==> src/rtl/dma_multichannel_ctrl_pkg.sv <==
// Shared types and default widths for the multi-channel DMA controller.
// The testbench imports this package as well.
package dma_multichannel_ctrl_pkg;

    localparam int DEF_ADDR_W = 10;
    localparam int DEF_DATA_W = 8;
    localparam int DEF_LEN_W  = 5;
    localparam int DEF_NUM_CH = 2;

    // Each word moves through one pass of ARB -> RD -> CAP -> WR.
    typedef enum logic [1:0] {
        ARB = 2'd0,
        RD  = 2'd1,
        CAP = 2'd2,
        WR  = 2'd3
    } dma_state_e;

    function automatic int ch_width(input int n);
        return (n > 1) ? $clog2(n) : 1;
    endfunction

endpackage

==> src/rtl/dma_multichannel_ctrl_if.sv <==
// Host programming and memory-port signals of the DMA, bundled.
// The slave modport is the DMA's own view of the bundle.
interface dma_multichannel_ctrl_if
    import dma_multichannel_ctrl_pkg::*;
#(
    parameter int ADDR_W = DEF_ADDR_W,
    parameter int DATA_W = DEF_DATA_W,
    parameter int LEN_W  = DEF_LEN_W,
    parameter int NUM_CH = DEF_NUM_CH
);
    localparam int CH_W = ch_width(NUM_CH);

    logic [CH_W-1:0]   ch_sel;
    logic [ADDR_W-1:0] OriginAddress;
    logic [ADDR_W-1:0] DestinationAddress;
    logic [LEN_W-1:0]  BytesQuantity;
    logic              start;
    logic              load;
    logic [DATA_W-1:0] DataIn;
    logic [ADDR_W-1:0] Address;
    logic [DATA_W-1:0] Output;
    logic              nW_R;
    logic              CE;
    logic [NUM_CH-1:0] INT;
    logic              ACK;
    logic [NUM_CH-1:0] busy;

    modport slave (
        input  ch_sel, OriginAddress, DestinationAddress, BytesQuantity,
        input  start, load, DataIn,
        output Address, Output, nW_R, CE, INT, ACK, busy
    );

    modport master (
        output ch_sel, OriginAddress, DestinationAddress, BytesQuantity,
        output start, load, DataIn,
        input  Address, Output, nW_R, CE, INT, ACK, busy
    );

endinterface

==> src/rtl/dma_rr_arbiter.sv <==
// Combinational round-robin arbiter: grants the lowest requesting index
// strictly after the last-served one, wrapping around.
module dma_rr_arbiter #(
    parameter int NUM_CH = 2,
    parameter int CH_W   = 1
) (
    input  logic [NUM_CH-1:0] req_i,
    input  logic [CH_W-1:0]   last_i,
    output logic [NUM_CH-1:0] gnt_o,
    output logic [CH_W-1:0]   idx_o
);
    localparam int unsigned N = NUM_CH;

    logic            found;
    logic [CH_W-1:0] cand;

    // The last-served channel is tried last (i == N), so it only wins when alone.
    always_comb begin
        gnt_o = '0;
        idx_o = '0;
        found = 1'b0;
        cand  = '0;
        for (int unsigned i = 1; i <= N; i++) begin
            cand = CH_W'((32'(last_i) + i) % N);
            if (!found && req_i[cand]) begin
                found       = 1'b1;
                idx_o       = cand;
                gnt_o[cand] = 1'b1;
            end
        end
    end

endmodule

==> src/rtl/dma_multichannel_ctrl.sv <==
// Multi-channel memory-to-memory DMA: per-channel descriptors, one shared
// synchronous memory port, round-robin one word at a time.
module dma_multichannel_ctrl
    import dma_multichannel_ctrl_pkg::*;
#(
    parameter int ADDR_W = DEF_ADDR_W,
    parameter int DATA_W = DEF_DATA_W,
    parameter int LEN_W  = DEF_LEN_W,
    parameter int NUM_CH = DEF_NUM_CH
) (
    input logic                  clk,
    input logic                  rst,
    dma_multichannel_ctrl_if.slave bus
);
    localparam int CH_W = ch_width(NUM_CH);
    localparam int unsigned NCH = NUM_CH;

    dma_state_e        state_q, state_d;
    logic [CH_W-1:0]   cur_q, cur_d;
    logic [ADDR_W-1:0] src_q [NUM_CH];
    logic [ADDR_W-1:0] src_d [NUM_CH];
    logic [ADDR_W-1:0] dst_q [NUM_CH];
    logic [ADDR_W-1:0] dst_d [NUM_CH];
    logic [LEN_W-1:0]  cnt_q [NUM_CH];
    logic [LEN_W-1:0]  cnt_d [NUM_CH];
    logic [NUM_CH-1:0] busy_q, busy_d;
    logic [NUM_CH-1:0] int_q, int_d;
    logic              ack_q, ack_d;
    logic              ce_q, ce_d;
    logic              wr_q, wr_d;
    logic [ADDR_W-1:0] addr_q, addr_d;
    logic [DATA_W-1:0] dout_q, dout_d;

    logic [NUM_CH-1:0] gnt;
    logic [CH_W-1:0]   gnt_idx;
    logic [CH_W-1:0]   sel;
    logic              sel_ok;

    assign sel    = bus.ch_sel;
    assign sel_ok = ({1'b0, sel} < (CH_W+1)'(NUM_CH));

    dma_rr_arbiter #(
        .NUM_CH (NUM_CH),
        .CH_W   (CH_W)
    ) u_arb (
        .req_i  (busy_q),
        .last_i (cur_q),
        .gnt_o  (gnt),
        .idx_o  (gnt_idx)
    );

    // Output registers are loaded on entry to a state, so the state name
    // describes what the memory port shows during that cycle.
    always_comb begin
        state_d = state_q;
        cur_d   = cur_q;
        src_d   = src_q;
        dst_d   = dst_q;
        cnt_d   = cnt_q;
        busy_d  = busy_q;
        int_d   = int_q;
        ack_d   = 1'b0;
        ce_d    = 1'b0;
        wr_d    = 1'b0;
        addr_d  = addr_q;
        dout_d  = dout_q;

        case (state_q)
            ARB: begin
                if (|gnt) begin
                    cur_d   = gnt_idx;
                    state_d = RD;
                    ce_d    = 1'b1;
                    addr_d  = src_q[gnt_idx];
                end
            end
            RD: begin
                state_d = CAP;
            end
            CAP: begin
                state_d = WR;
                ce_d    = 1'b1;
                wr_d    = 1'b1;
                addr_d  = dst_q[cur_q];
                dout_d  = bus.DataIn;
            end
            WR: begin
                state_d       = ARB;
                src_d[cur_q]  = src_q[cur_q] + ADDR_W'(1);
                dst_d[cur_q]  = dst_q[cur_q] + ADDR_W'(1);
                cnt_d[cur_q]  = cnt_q[cur_q] - LEN_W'(1);
                if (cnt_q[cur_q] == LEN_W'(1)) begin
                    busy_d[cur_q] = 1'b0;
                    int_d[cur_q]  = 1'b1;
                end
            end
            default: state_d = ARB;
        endcase

        // Host side runs after the engine; an accepted start overrides load.
        if (bus.load && sel_ok) begin
            int_d[sel] = 1'b0;
        end
        if (bus.start && sel_ok && !busy_q[sel]) begin
            src_d[sel] = bus.OriginAddress;
            dst_d[sel] = bus.DestinationAddress;
            cnt_d[sel] = bus.BytesQuantity;
            ack_d      = 1'b1;
            if (bus.BytesQuantity == '0) begin
                int_d[sel] = 1'b1;
            end else begin
                int_d[sel]  = 1'b0;
                busy_d[sel] = 1'b1;
            end
        end
    end

    always_ff @(posedge clk or negedge rst) begin
        if (!rst) begin
            state_q <= ARB;
            cur_q   <= CH_W'(NUM_CH - 1);
            for (int unsigned i = 0; i < NCH; i++) begin
                src_q[i] <= '0;
                dst_q[i] <= '0;
                cnt_q[i] <= '0;
            end
            busy_q  <= '0;
            int_q   <= '0;
            ack_q   <= 1'b0;
            ce_q    <= 1'b0;
            wr_q    <= 1'b0;
            addr_q  <= '0;
            dout_q  <= '0;
        end else begin
            state_q <= state_d;
            cur_q   <= cur_d;
            src_q   <= src_d;
            dst_q   <= dst_d;
            cnt_q   <= cnt_d;
            busy_q  <= busy_d;
            int_q   <= int_d;
            ack_q   <= ack_d;
            ce_q    <= ce_d;
            wr_q    <= wr_d;
            addr_q  <= addr_d;
            dout_q  <= dout_d;
        end
    end

    assign bus.Address = addr_q;
    assign bus.Output  = dout_q;
    assign bus.nW_R    = wr_q;
    assign bus.CE      = ce_q;
    assign bus.INT     = int_q;
    assign bus.ACK     = ack_q;
    assign bus.busy    = busy_q;

endmodule

==> src/flat_wrapper.sv <==
// flat-port wrapper written by rule: the top's interface ports become plain ports
module dma_multichannel_ctrl_flat import dma_multichannel_ctrl_pkg::*;
#(
    parameter int ADDR_W = DEF_ADDR_W,
    parameter int DATA_W = DEF_DATA_W,
    parameter int LEN_W  = DEF_LEN_W,
    parameter int NUM_CH = DEF_NUM_CH
)
  (clk, rst, bus_ch_sel, bus_OriginAddress, bus_DestinationAddress, bus_BytesQuantity, bus_start, bus_load, bus_DataIn, bus_Address, bus_Output, bus_nW_R, bus_CE, bus_INT, bus_ACK, bus_busy);
  dma_multichannel_ctrl_if #(.ADDR_W(ADDR_W), .DATA_W(DATA_W), .LEN_W(LEN_W), .NUM_CH(NUM_CH)) bus_i ();
  input logic clk;
  input logic rst;
  input wire logic [$bits(bus_i.ch_sel)-1:0] bus_ch_sel;
  input wire logic [$bits(bus_i.OriginAddress)-1:0] bus_OriginAddress;
  input wire logic [$bits(bus_i.DestinationAddress)-1:0] bus_DestinationAddress;
  input wire logic [$bits(bus_i.BytesQuantity)-1:0] bus_BytesQuantity;
  input wire logic [$bits(bus_i.start)-1:0] bus_start;
  input wire logic [$bits(bus_i.load)-1:0] bus_load;
  input wire logic [$bits(bus_i.DataIn)-1:0] bus_DataIn;
  output wire logic [$bits(bus_i.Address)-1:0] bus_Address;
  output wire logic [$bits(bus_i.Output)-1:0] bus_Output;
  output wire logic [$bits(bus_i.nW_R)-1:0] bus_nW_R;
  output wire logic [$bits(bus_i.CE)-1:0] bus_CE;
  output wire logic [$bits(bus_i.INT)-1:0] bus_INT;
  output wire logic [$bits(bus_i.ACK)-1:0] bus_ACK;
  output wire logic [$bits(bus_i.busy)-1:0] bus_busy;
  assign bus_i.ch_sel = bus_ch_sel;
  assign bus_i.OriginAddress = bus_OriginAddress;
  assign bus_i.DestinationAddress = bus_DestinationAddress;
  assign bus_i.BytesQuantity = bus_BytesQuantity;
  assign bus_i.start = bus_start;
  assign bus_i.load = bus_load;
  assign bus_i.DataIn = bus_DataIn;
  assign bus_Address = bus_i.Address;
  assign bus_Output = bus_i.Output;
  assign bus_nW_R = bus_i.nW_R;
  assign bus_CE = bus_i.CE;
  assign bus_INT = bus_i.INT;
  assign bus_ACK = bus_i.ACK;
  assign bus_busy = bus_i.busy;
  dma_multichannel_ctrl #(.ADDR_W(ADDR_W), .DATA_W(DATA_W), .LEN_W(LEN_W), .NUM_CH(NUM_CH)) u_core (.clk(clk), .rst(rst), .bus(bus_i));
endmodule
==> config.mk <==
export PLATFORM = sky130hd
export DESIGN_NAME = dma_multichannel_ctrl_flat
export DESIGN_NICKNAME = d
export VERILOG_FILES = /design/src/rtl/dma_multichannel_ctrl_pkg.sv /design/src/rtl/dma_multichannel_ctrl_if.sv /design/src/rtl/dma_rr_arbiter.sv /design/src/rtl/dma_multichannel_ctrl.sv /design/src/flat_wrapper.sv
export SDC_FILE = /design/constraint.sdc
export NUM_CORES = 1
export LEC_CHECK = 0
export BUFFER_PORTS_ARGS = -buffer_cell sky130_fd_sc_hd__buf_4
export CORE_MARGIN = 1
export CORE_UTILIZATION = 58
export DETAILED_ROUTE_END_ITERATION = 10
export PLACE_DENSITY = 0.85
export SLEW_MARGIN = 20
export SYNTH_ARGS = -nofsm -noshare
export SYNTH_HDL_FRONTEND = slang
export SYNTH_SLANG_ARGS = --single-unit
==> constraint.sdc <==
create_clock -name clk -period 3 [get_ports clk]
set_clock_uncertainty 0.15 [all_clocks]
set_input_delay 0.3 -clock clk [delete_from_list [all_inputs] [get_ports clk]]
set_output_delay 0.3 -clock clk [all_outputs]
set_load 0.02 [all_outputs]
# Word level (Yosys, flattened, before mapping)
# Index checks and enable logic that the tools add are counted.
[word_totals]
word_cells = 134
in_bits = 38
output_inout_bits = 25
ff_bits = 78
[op_classes]
bitwise_logic = 12
order_cmp = 13
n_eq_ne = 5
mux = 68
n_reduce_logical = 16
add_sub_neg = 5
[op_table]
columns = ["operator", "count"]
rows = [
  ["$mux W10", 14],
  ["$bwmux W20", 4],
  ["$mux W20", 4],
  ["$mux W5", 5],
  ["$mux W2", 12],
  ["$add A10 B1 Y10 const B", 2],
  ["$bwmux W10", 2],
  ["$demux W10 S1", 2],
  ["$pmux W10 S2", 1],
  ["$mux W1", 16],
  ["$demux W5 S1", 2],
  ["$logic_and A1 B1 Y1", 8],
  ["$lt A1 B2 Y1 const B", 4],
  ["$or A2 B2 Y2", 4],
  ["$pmux W2 S4", 1],
  ["$and A2 B2 Y2", 3],
  ["$ge A2 B2 Y1 const B", 3],
  ["$not A1 Y2", 3],
  ["$eq A5 B1 Y1 const B", 1],
  ["$logic_not A5 Y1", 1],
  ["$sub A5 B1 Y5 const B", 1],
  ["$demux W1 S1", 4],
  ["$eq A2 B2 Y1 const B", 2],
  ["$ge A1 B1 Y1 const B", 4],
  ["other kinds (11)", 16],
]

# Depth between registers and ports, before layout
# Gate-level depths: netlist of the first run.
[depth]
ltp_word = 13
mapped_depth = 9

# By module
# Synthesis of the first run repeated with hierarchy kept, for this count alone.
[unflattened]
cells_unflattened = 470
hier_area_um2 = 4489.3
[by_module_without_submodules]
columns = ["module", "n_inst", "cells_each", "area_per_inst_um2", "seq_area_each_um2"]
rows = [
  ["dma_multichannel_ctrl", 1, 466, 4463.0, 1953.1],
  ["dma_rr_arbiter", 1, 4, 26.3, 0.0],
]

# Least setup slack after synthesis of the first run
# OpenSTA, ideal clock, no wires.
[synth_path]
path_kind = "register -> register"
startpoint = "register u_core.cur_q"
endpoint = "register u_core.src_q[8] (netlist name)"
t_arrival_ns = 2.098
stages_incl_launch_ff = 10
path_slack_ns = 0.628
setup_time_ns = 0.124
n_path_buf = 3
required_time_ns = 2.726
synth_period_minus_slack_ns = 2.372
cell_sequence = "dfstp_2 buf_6 buf_4 buf_2 mux2_2 ha_1 nand2_1 or4_1 mux2i_1 a211o_1"
[synth_lines]
columns = ["element", "line", "source"]
rows = [
  ["start: declaration", "dma_multichannel_ctrl.sv:19", "logic [CH_W-1:0] cur_q, cur_d;"],
  ["start signal: assignment", "dma_multichannel_ctrl.sv:121", "cur_q <= CH_W'(NUM_CH - 1);"],
  ["start signal: assignment", "dma_multichannel_ctrl.sv:136", "cur_q <= cur_d;"],
  ["end signal: assignment", "dma_multichannel_ctrl.sv:137", "src_q <= src_d;"],
  ["end: declaration", "dma_multichannel_ctrl.sv:20", "logic [ADDR_W-1:0] src_q [NUM_CH];"],
]

# Worst setup path after layout of the first run
[layout_path]
startpoint = "register u_core.cur_q"
endpoint = "register u_core.int_q[0], in the netlist u_core.bus.INT[0]"
[layout_via]
elab_chain_cells = 12
elab_cells_between_ends = 19
[layout_rtl]
columns = ["element", "line", "source"]
rows = [
  ["$lt A1 B2 Y1 (not written as such), or another cell as far along", "dma_multichannel_ctrl.sv:94", "int_d[cur_q] = 1'b1;"],
  ["$logic_and A1 B1 Y1 (not written as such) or $mux W5 (tied branches)", "dma_multichannel_ctrl.sv:94, dma_multichannel_ctrl.sv:92", ""],
  ["$mux W1 (not written as such) or $mux W5 (tied branches)", "dma_multichannel_ctrl.sv:94, dma_multichannel_ctrl.sv:92", ""],
  ["$demux W1 S1 or $mux W5 (tied branches)", "-", ""],
  ["$or A2 B2 Y2 (no line) or $eq A5 B1 Y1 (tied branches)", "-", ""],
  ["$mux W2 (*)", "dma_multichannel_ctrl.sv:92", "if (cnt_q[cur_q] == LEN_W'(1)) begin"],
  ["$mux W2 (*)", "dma_multichannel_ctrl.sv:68", "case (state_q)"],
  ["$and A2 B2 Y2 (no line)", "-", ""],
  ["$mux W2 (*)", "dma_multichannel_ctrl.sv:101", "if (bus.load && sel_ok) begin"],
  ["$and A2 B2 Y2 (no line) or $or A2 B2 Y2 (tied branches)", "-", ""],
  ["$mux W2", "dma_multichannel_ctrl.sv:109", "if (bus.BytesQuantity == '0) begin"],
  ["$mux W2 (*)", "dma_multichannel_ctrl.sv:104", "if (bus.start && sel_ok && !busy_q[sel]) begin"],
  ["net u_core.int_d[0]", "dma_multichannel_ctrl.sv:27", "logic [NUM_CH-1:0] int_q, int_d;"],
  ["end signal: assignment", "dma_multichannel_ctrl.sv:141", "int_q <= int_d;"],
  ["end: declaration", "dma_multichannel_ctrl.sv:27", ""],
]
# The timed path passes the listed nets; every way through them passes the cells marked *. The select of a mux whose other input is x is not followed.
# A chain may end at the register's enable or synchronous reset.

==> qor.txt, run 1 <==
Syn-to-layout area delta: 20.1%
logic depth of the worst path, buffers included: 6
largest net degree at the start of global routing: 79
cell with the largest stage delay on the worst path: dfstp_2
fin. max-slew vios: 0
Worst setup EP type: flip-flop
Critical Path RT: 3.13 ns
mux share of post-synthesis cell area: 10.5%
dpl cells: 600
clk_lat worst skew: 0.36 ns
Root Buffer: clkbuf_8
asr flop ratio synth: 100%
run status: finished clean
Post-Syn Area: 0.00436 mm²
dominant synthesized flop cell: dfrtp_1
Worst Setup SP: u_core.cur_q
worst-case clock buffer depth: 2
Critical R2R Launch: u_core.cur_q
Synth Area in Compound Gates: 13.3%
r2r endpoint: u_core.bus.INT[0]
part of the Yosys area used for sequential elements: 44.8%
# DRC: 0
WL final: 10.2 mm
first-pass GRT wire length: 16.9 mm
Sink Count: 78
Crit path buffers/inverters: 0
cell chain of the critical path: mux2i_1 > ha_1 > nand2_1 > nor4b_1 > o2bb2ai_1 > o21ai_0
Die H: 88.7 µm
CTS tree: yes
critical-path maximum fanout: 22
largest family of logic cells by synthesized area: simple AND/OR/NAND/NOR gates
H-tree Lvls: 3
final setup TNS: 0 ns
Simple-Gate Fraction of Synth Area: 18.1%
pwr/cell area: 1020 mW/mm²
Fillers: 543
maximum VDD drop: 0.510 mV
fin cells: 633
Detailed Route Iter0 Violations: 316
initial antenna violation count: 0
Initial Util: 60.1%
drt pass-1 iters: 5
XOR/XNOR Fraction of Synth Area: 7.43%
Yosys cell types: 55
die width: 88.7 µm
fin crit share: 82.4%
crit-path max cell delay: 0.81 ns
num rows: 31
CTS Buf Count: 9
vias: 3606
Setup Crit Path Kind: flip-flop to flip-flop
nets: 574
Critical Path End: u_core.bus.INT[0]
via/cell ratio: 5.70
relative slew slack: 34.1%
RSZ-0062 raised after global routing: false
Final Hold Viols: 0
EDFF count, synth: 0
Post-Syn Nets: 500
hpwl dp: 7.01 mm
final setup vio count: 0
FF-to-FF path depth: 6
max_cap viols: 0
Placer Congestion: 0.957
Antenna Nets Post-Route: 0
number of setup buffers added after CTS: 0
Synthesis Warnings: 0
Total GRT Usage: 29.0%
DP Area: 0.00488 mm²
Hold Slack: 0.00788 ns
delay-heaviest family, CP: flip-flops
reg2reg setup slack: 0.53 ns
P_leak: 0.00215 µW
GRT overflow: 0
Reg clk slew, reported paths: 0.08 ns
Synth Area in Adders: 2.01%
post-route cell area: 0.00523 mm²
FMAX: 404 MHz
core region area: 0.00725 mm²
I/O pin count: 63
layout cells sized above 1: 21.3%
WP data arrival: 2.60 ns
number of synthesized register bits: 78
most common cell after layout, fill and taps aside: nand2_1
post-cts resize count: 0
port bufs: 62
wire per inst: 16.2 µm
die area: 0.00787 mm²
most frequent cells in the layout: 89 x nand2_1, 77 x dfrtp_1, 70 x buf_4, 65 x o21ai_0, 23 x mux2i_1
vias in the first global route: 3403
Final min period: 2.47 ns
Mapped Cells: 455
Avg Cell Area, Syn: 9.58 µm²
Ant. Diodes: 0
class of the worst hold path: input pin to flip-flop
CP Launch Type: flip-flop
Worst Tran Pin Value: 0.989 ns
==> cells in the mapped netlist, drive strengths merged, types with 2 or more instances <==
cell | count | area share [%]
nor2 | 16 | 1.4
and3 | 2 | 0.29
ha | 7 | 2.0
or3b | 2 | 0.40
and2 | 5 | 0.72
a21o | 2 | 0.34
and3b | 2 | 0.40
or2 | 2 | 0.29
nand4 | 10 | 1.4
or4 | 4 | 0.69
inv | 10 | 0.86
mux2 | 19 | 4.9
nand2 | 89 | 7.7
nand3b | 6 | 1.3
o22ai | 3 | 0.43
a21oi | 5 | 0.57
mux2i | 24 | 5.6
clkbuf | 8 | 0.69
nor3 | 3 | 0.34
a22oi | 2 | 0.66
buf | 16 | 2.4
a211o | 2 | 0.40
xnor2 | 19 | 3.8
nor4 | 4 | 0.57
a211oi | 7 | 1.5
nand3 | 11 | 1.4
dfrtp | 77 | 44
o21ai | 66 | 7.6
xor2 | 18 | 3.6
==> worst min path at each step <==
stage                         startpoint                    end  slack (ns)  cells past startpoint
2_1_floorplan                        rst         u_core.bus.ACK       -0.15                      0
3_3_place_gp       u_core.bus.Address[3]  u_core.bus.Address[3]        0.32                      2
3_5_place_dp       u_core.bus.Address[0]  u_core.bus.Address[0]        0.32                      1
4_1_cts        bus_DestinationAddress[0]        u_core.dst_q[0]       0.003                      3
5_1_grt                    bus_DataIn[5]   u_core.bus.Output[5]       0.004                      2
6_report       bus_DestinationAddress[5]        u_core.dst_q[5]       0.008                      3
==> per-stage QoR <==
stage	setup WS, ns	utilization, %	power, µW
floorplan	0.628	-	3800
global placement	0.746	67.3	4410
detailed placement	0.560	67.3	4540
CTS	0.554	72.2	5340
global route	0.306	72.2	5730
finish	0.528	72.2	5340
==> metal layers <==
metal,up-vias,track usage [%],share of wire (%)
met2,143,44.8,46
met4,0,13.2,2.6
met1,1706,39.8,44
met3,24,5.60,6.6
met5,-,0,0
li1,1733,-,-
==> repair_timing <==
action                                  4_1_cts  5_1_grt
endpoints found under the setup margin        0        0
endpoints found under the hold margin        96        0
hold buffers                                 17        0
==> power breakdown <==
group,total [µW],switching (µW),internal (µW)
registers,2050,514,1540
logic,2520,1360,1160
clock network,761,381,381
total,5340,2250,3080
==> area by class of cell <==
class	instances	area (µm²)	share of cell area [%]
Multi-Input combinational cell	343	2240	42.8
Sequential cell	78	1950	37.3
Timing Repair Buffer	87	696	13.3
Clock buffer	11	131	2.51
Tap cell	99	124	2.37
Clock inverter	5	52.6	1.00
Inverter	10	37.5	0.717
==> cells by family after synthesis <==
kind of cell             after synthesis
buffers and inverters                 34
AO/OA/AOI/OAI                         94
AND/OR/NAND/NOR                      162
multiplexers                          43
adder cells (fa/ha/maj)                7
XOR/XNOR                              37
flip-flops                            78
==> state kept, by name (all words and copies together) (netlist names) <==
signal	flops
u_core.cur_q	1
u_core.bus.nW_R	1
u_core.state_q	2
u_core.src_q	20
u_core.bus.CE	1
u_core.bus.INT	2
u_core.bus.Output	8
u_core.bus.Address	10
u_core.bus.busy	2
u_core.dst_q	20
u_core.bus.ACK	1
u_core.cnt_q	10
==> worst register-to-register path: stages, from the launching register on <==
cell and delay (ns):
dfstp_2 0.81, mux2i_1 0.41, ha_1 0.21, nand2_1 0.06, nor4b_1 0.46, o2bb2ai_1 0.12
o21ai_0 0.18
(Power assumes the default switching activity.)
==> run 2, diff against run 1 <==
Clock period 3 ns to 2.3 ns, I/O delays scaled along.
==> run 2 against run 1 <==
Clock power up 42%. Combinational power rose by 40%. Sequential power is 30% higher. Hold slack improved by 0.0014 ns. Setup slack worse by 0.45 ns. Core utilization is 4.5 points higher. Via count rose by 7.1%. Final cell count up 4.7%. Routed wire length up 8.5%. Non-clock buffer count up 30. Critical endpoint is now u_core.src_q[8]. Highest routed layer unchanged.
==> qor.txt, run 2 (synthesis results as in run 1) <==
run status: finished clean
CTS Buf Count: 9
Cell Int Power: 4200 µW
hpwl dp: 7.40 mm
GRT overflow: 0
post-route cell area: 0.00556 mm²
P_leak: 0.00231 µW
layout cells sized above 1: 23.2%
WL final: 11.1 mm
clk_lat worst skew: 0.36 ns
CTS tree: yes
Worst setup EP type: flip-flop
class of the worst hold path: input pin to flip-flop
Detailed Route Iter0 Violations: 297
# DRC: 0
fin crit share: 96.8%
Hold Slack: 0.00929 ns
final setup TNS: 0 ns
multi-input combinational cell area: 0.00225 mm²
Syn-to-layout area delta: 27.6%
Clk pwr share: 14.8%
sequential fraction of design power: 36.6%
NetSw: 3090 µW
first-pass GRT wire length: 17.6 mm
Antenna Nets Post-Route: 0
die width: 88.7 µm
max_cap viols: 0
storage element area: 0.00196 mm²
Setup Crit Path Kind: flip-flop to flip-flop
I/O pin count: 63
Critical Path RT: 2.45 ns
pwr/cell area: 1310 mW/mm²
fin cells: 663
dpl cells: 612
most common cell after layout, fill and taps aside: nand2_1
drt pass-1 iters: 5
Reg clk slew, reported paths: 0.09 ns
fin. max-slew vios: 0
Total GRT Usage: 30.0%
worst-case clock buffer depth: 2
Sw Ratio: 42.4%
wire per inst: 16.7 µm
Comb pwr share: 48.6%
Placer Congestion: 0.913
relative slew slack: 63.1%
FMAX: 449 MHz
Final Hold Viols: 0
maximum VDD drop: 0.646 mV
Ant. Diodes: 0
Fillers: 503
core region area: 0.00725 mm²
CP Launch Type: flip-flop
Initial Util: 60.1%
RSZ-0062 raised after global routing: false
largest net degree at the start of global routing: 44
Sink Count: 78
Final min period: 2.23 ns
nets: 604
H-tree Lvls: 3
final setup vio count: 0
Worst Tran Pin Value: 0.551 ns
die area: 0.00787 mm²
Power, Total: 7290 µW
WP data arrival: 2.38 ns
port bufs: 62
DP Area: 0.00499 mm²
vias in the first global route: 3685
Root Buffer: clkbuf_8
via/cell ratio: 5.83
vias: 3862
initial antenna violation count: 0
critical-path maximum fanout: 8
Regs by FF count: u_core.dst_q (20), u_core.src_q (20)
Die H: 88.7 µm
most frequent cells in the layout: 89 x nand2_1, 81 x buf_4, 77 x dfrtp_1, 64 x o21ai_0, 34 x dlygate4sd3_1
num rows: 31
[run 2: changes by cell type in the layout (fill, tap and decap cells not counted), moves of 2 or more]
cell           previous run  this run
dlygate4sd3_1            17        34
buf_4                    70        81
clkbuf_1                  2         0
clkinv_2                  3         1
buf_12                    0         2
inv_6                     0         2
[run 2: worst paths after layout]
| kind | from | end | slack, ns | cells after the start |
|---|---|---|---|---|
| min in group asynchronous | rst | u_core.bus.busy[0] | 0.24 | 2 |
| max reg2reg | u_core.state_q[0] | u_core.src_q[8] | 0.07 | 5 |
| min | bus_start | u_core.bus.ACK | 0.009 | 2 |
| max in group asynchronous | rst | u_core.dst_q[9] | 1.16 | 3 |
| min reg2reg | u_core.bus.Address[8] | u_core.bus.Address[8] | 0.34 | 2 |
| max | u_core.state_q[0] | u_core.src_q[8] | 0.07 | 5 |
[run 2: stage by stage]
| step | worst slack, ns | util, % |
|---|---|---|
| 6_report | 0.0743 | 76.7 |
| 4_1_cts | 0.0497 | 76.5 |
| 2_1_floorplan | 0.0238 | - |
| 3_3_place_gp | 0.177 | 68.9 |
| 5_1_grt | 0.0243 | 76.7 |
| 3_5_place_dp | 0.0647 | 68.9 |
[run 2: metal layers]
layer / wire (µm) / global-route usage [%] / vias up
met2: 5420 / 51.3 / 213
met3: 757 / 3.92 / 40
met4: 260 / 12.6 / 0
li1: - / - / 1795
met1: 4650 / 38.4 / 1814
met5: 0 / 0 / -
[run 2: power groups by stage]
stage | clock network [µW] | logic [µW] | registers [µW]
after global placement | 0 | 3240 | 2620
after floorplan | 0 | 2260 | 2700
final | 1080 | 3540 | 2670
after detailed placement | 0 | 3370 | 2660
after global routing | 1130 | 3880 | 2750
after CTS | 1080 | 3460 | 2630
[run 2: final cells by class]
class / count / area share, %
repair buffers: 117 / 17.8
inverters: 10 / 0.675
multi-input cells: 343 / 40.4
flip-flops and latches: 78 / 35.2
clock buffers: 10 / 2.47
well taps: 99 / 2.23
clock inverters: 6 / 1.24
[run 2: critical path, stage by stage, from the launching register on]
cell,delay (ns)
dfrtp_1,0.38
ha_1,0.40
nand3_1,0.36
or4_1,0.56
mux2i_1,0.18
a211o_1,0.13
[run 2: repair_timing]
item | in CTS | in global routing
endpoints found under the hold margin | 96 | 0
gates cloned | 0 | 0
setup endpoints to repair | 1 | 8
gates resized for setup | 1 | 3
hold buffers | 34 | 0
setup buffers | 0 | 1
pin swaps | 0 | 1
==> run 3, diff against run 2 <==
Settings changed: HOLD_SLACK_MARGIN set to 0.08.
==> run 3 against run 2 <==
Setup slack gained 0.029 ns. Critical path type unchanged. Die area stayed put. Global-route usage is 0.22 points higher. Via count rose by 1.7%. Sequential share of layout area down 0.19 points. Critical endpoint is now u_core.dst_q[8]. Highest routed layer unchanged.
==> qor.txt, run 3 (synthesis results as in run 1) <==
Root Buffer: clkbuf_8
top layer in use: met4
Power, Total: 7280 µW
Syn-to-layout area delta: 28.3%
die area: 0.00787 mm²
drt pass-1 iters: 5
Worst setup EP type: flip-flop
FMAX: 455 MHz
fin. max-slew vios: 0
Final min period: 2.20 ns
H-tree Lvls: 3
post-route cell area: 0.00559 mm²
most frequent cells in the layout: 89 x nand2_1, 81 x buf_4, 77 x dfrtp_1, 64 x o21ai_0, 37 x dlygate4sd3_1
CP Launch Type: flip-flop
final setup TNS: 0 ns
relative slew slack: 61.1%
FF-to-FF path depth: 6
Fillers: 498
run status: finished clean
Reg clk slew, reported paths: 0.09 ns
die width: 88.7 µm
first-pass GRT wire length: 17.7 mm
I/O pin count: 63
P_leak: 0.00232 µW
class of the worst hold path: input pin to async pin
met3 WL: 848 µm
met2 WL: 5.48 mm
max_cap viols: 0
largest net degree at the start of global routing: 44
GRT overflow: 0
CTS Buf Count: 9
# DRC: 0
vias in the first global route: 3713
Die H: 88.7 µm
port bufs: 62
Placer Congestion: 0.913
Initial Util: 60.1%
nets: 607
Hold Slack: 0.244 ns
RSZ-0062 raised after global routing: false
r2r endpoint: u_core.dst_q[8]
maximum VDD drop: 0.646 mV
Final Hold Viols: 0
reg2reg setup slack: 0.10 ns
hpwl dp: 7.40 mm
Sink Count: 78
Detailed Route Iter0 Violations: 345
WP data arrival: 2.29 ns
Antenna Nets Post-Route: 0
Ant. Diodes: 0
worst-case clock buffer depth: 2
Regs by FF count: u_core.dst_q (20), u_core.src_q (20)
layout cells sized above 1: 23.1%
Setup Crit Path Kind: flip-flop to flip-flop
Total GRT Usage: 30.2%
fin crit share: 95.5%
Worst Setup SP: u_core.cur_q
most common cell after layout, fill and taps aside: nand2_1
CTS tree: yes
Finished Core Util: 77.1%
wire per inst: 16.7 µm
clk_lat worst skew: 0.36 ns
Critical R2R Launch: u_core.cur_q
initial antenna violation count: 0
WL final: 11.1 mm
final setup vio count: 0
pwr/cell area: 1300 mW/mm²
num rows: 31
DP Area: 0.00499 mm²
core region area: 0.00725 mm²
critical-path maximum fanout: 14
Critical Path RT: 2.39 ns
vias: 3928
Worst Tran Pin Value: 0.580 ns
via/cell ratio: 5.90
DRT met1 WL: 4.52 mm
-- run 3: changes by cell type in the layout (fill, tap and decap cells not counted), sizes merged --
cell	previous run	this run
dlygate4sd3	34	37
-- run 3: final cells by class --
type                       instances  area, µm²  area share, %
timing repair buffer             120       1020           18.2
clock buffer                      10        138           2.46
sequential                        78       1960           35.0
tap                               99        124           2.21
multi-input combinational        343       2250           40.2
inverter                          10       37.5          0.671
clock inverter                     6       68.8           1.23
-- run 3: metal layers --
layer / up-vias / GRT usage [%]
li1: 1800 / -
met1: 1861 / 38.5
met2: 229 / 51.3
met3: 38 / 4.20
met4: 0 / 13.5
met5: - / 0
-- run 3: worst max-delay path by stage --
stage | slack, ns | endpoint
6_report | 0.10 | u_core.dst_q[8]
5_1_grt | 0.02 | u_core.bus.INT[0]
4_1_cts | 0.05 | u_core.dst_q[14]
3_5_place_dp | 0.06 | u_core.bus.INT[0]
3_3_place_gp | 0.18 | u_core.dst_q[14]
2_1_floorplan | 0.02 | u_core.src_q[8]
-- run 3: power breakdown --
| part | switching, µW | internal [µW] | total [µW] |
|---|---|---|---|
| logic | 1900 | 1650 | 3540 |
| registers | 648 | 2020 | 2660 |
| clock network | 538 | 538 | 1080 |
| total | 3080 | 4200 | 7280 |
-- run 3: timing repair --
| item | 4_1_cts | 5_1_grt |
|---|---|---|
| hold buffers | 37 | 0 |
| setup endpoints to repair | 1 | 8 |
| resized for setup | 1 | 3 |
| hold endpoints to repair | 103 | 0 |
| buffers inserted | 0 | 1 |
| pin swaps | 0 | 1 |
| gates cloned | 0 | 0 |
-- run 3: worst max-delay path: stages (launching register included) --
cell	delay (ns)
dfstp_4	0.72
mux2_2	0.38
ha_1	0.24
nand2_1	0.13
or4_1	0.12
mux2i_1	0.06
a211o_1	0.28
-- run 3: metrics by stage --
stage | std cells | setup WS (ns)
after detailed placement | 612 | 0.0647
after floorplan | 455 | 0.0238
final | 666 | 0.103
after global placement | 612 | 0.177
after global routing | 666 | 0.0241
after CTS | 665 | 0.0497
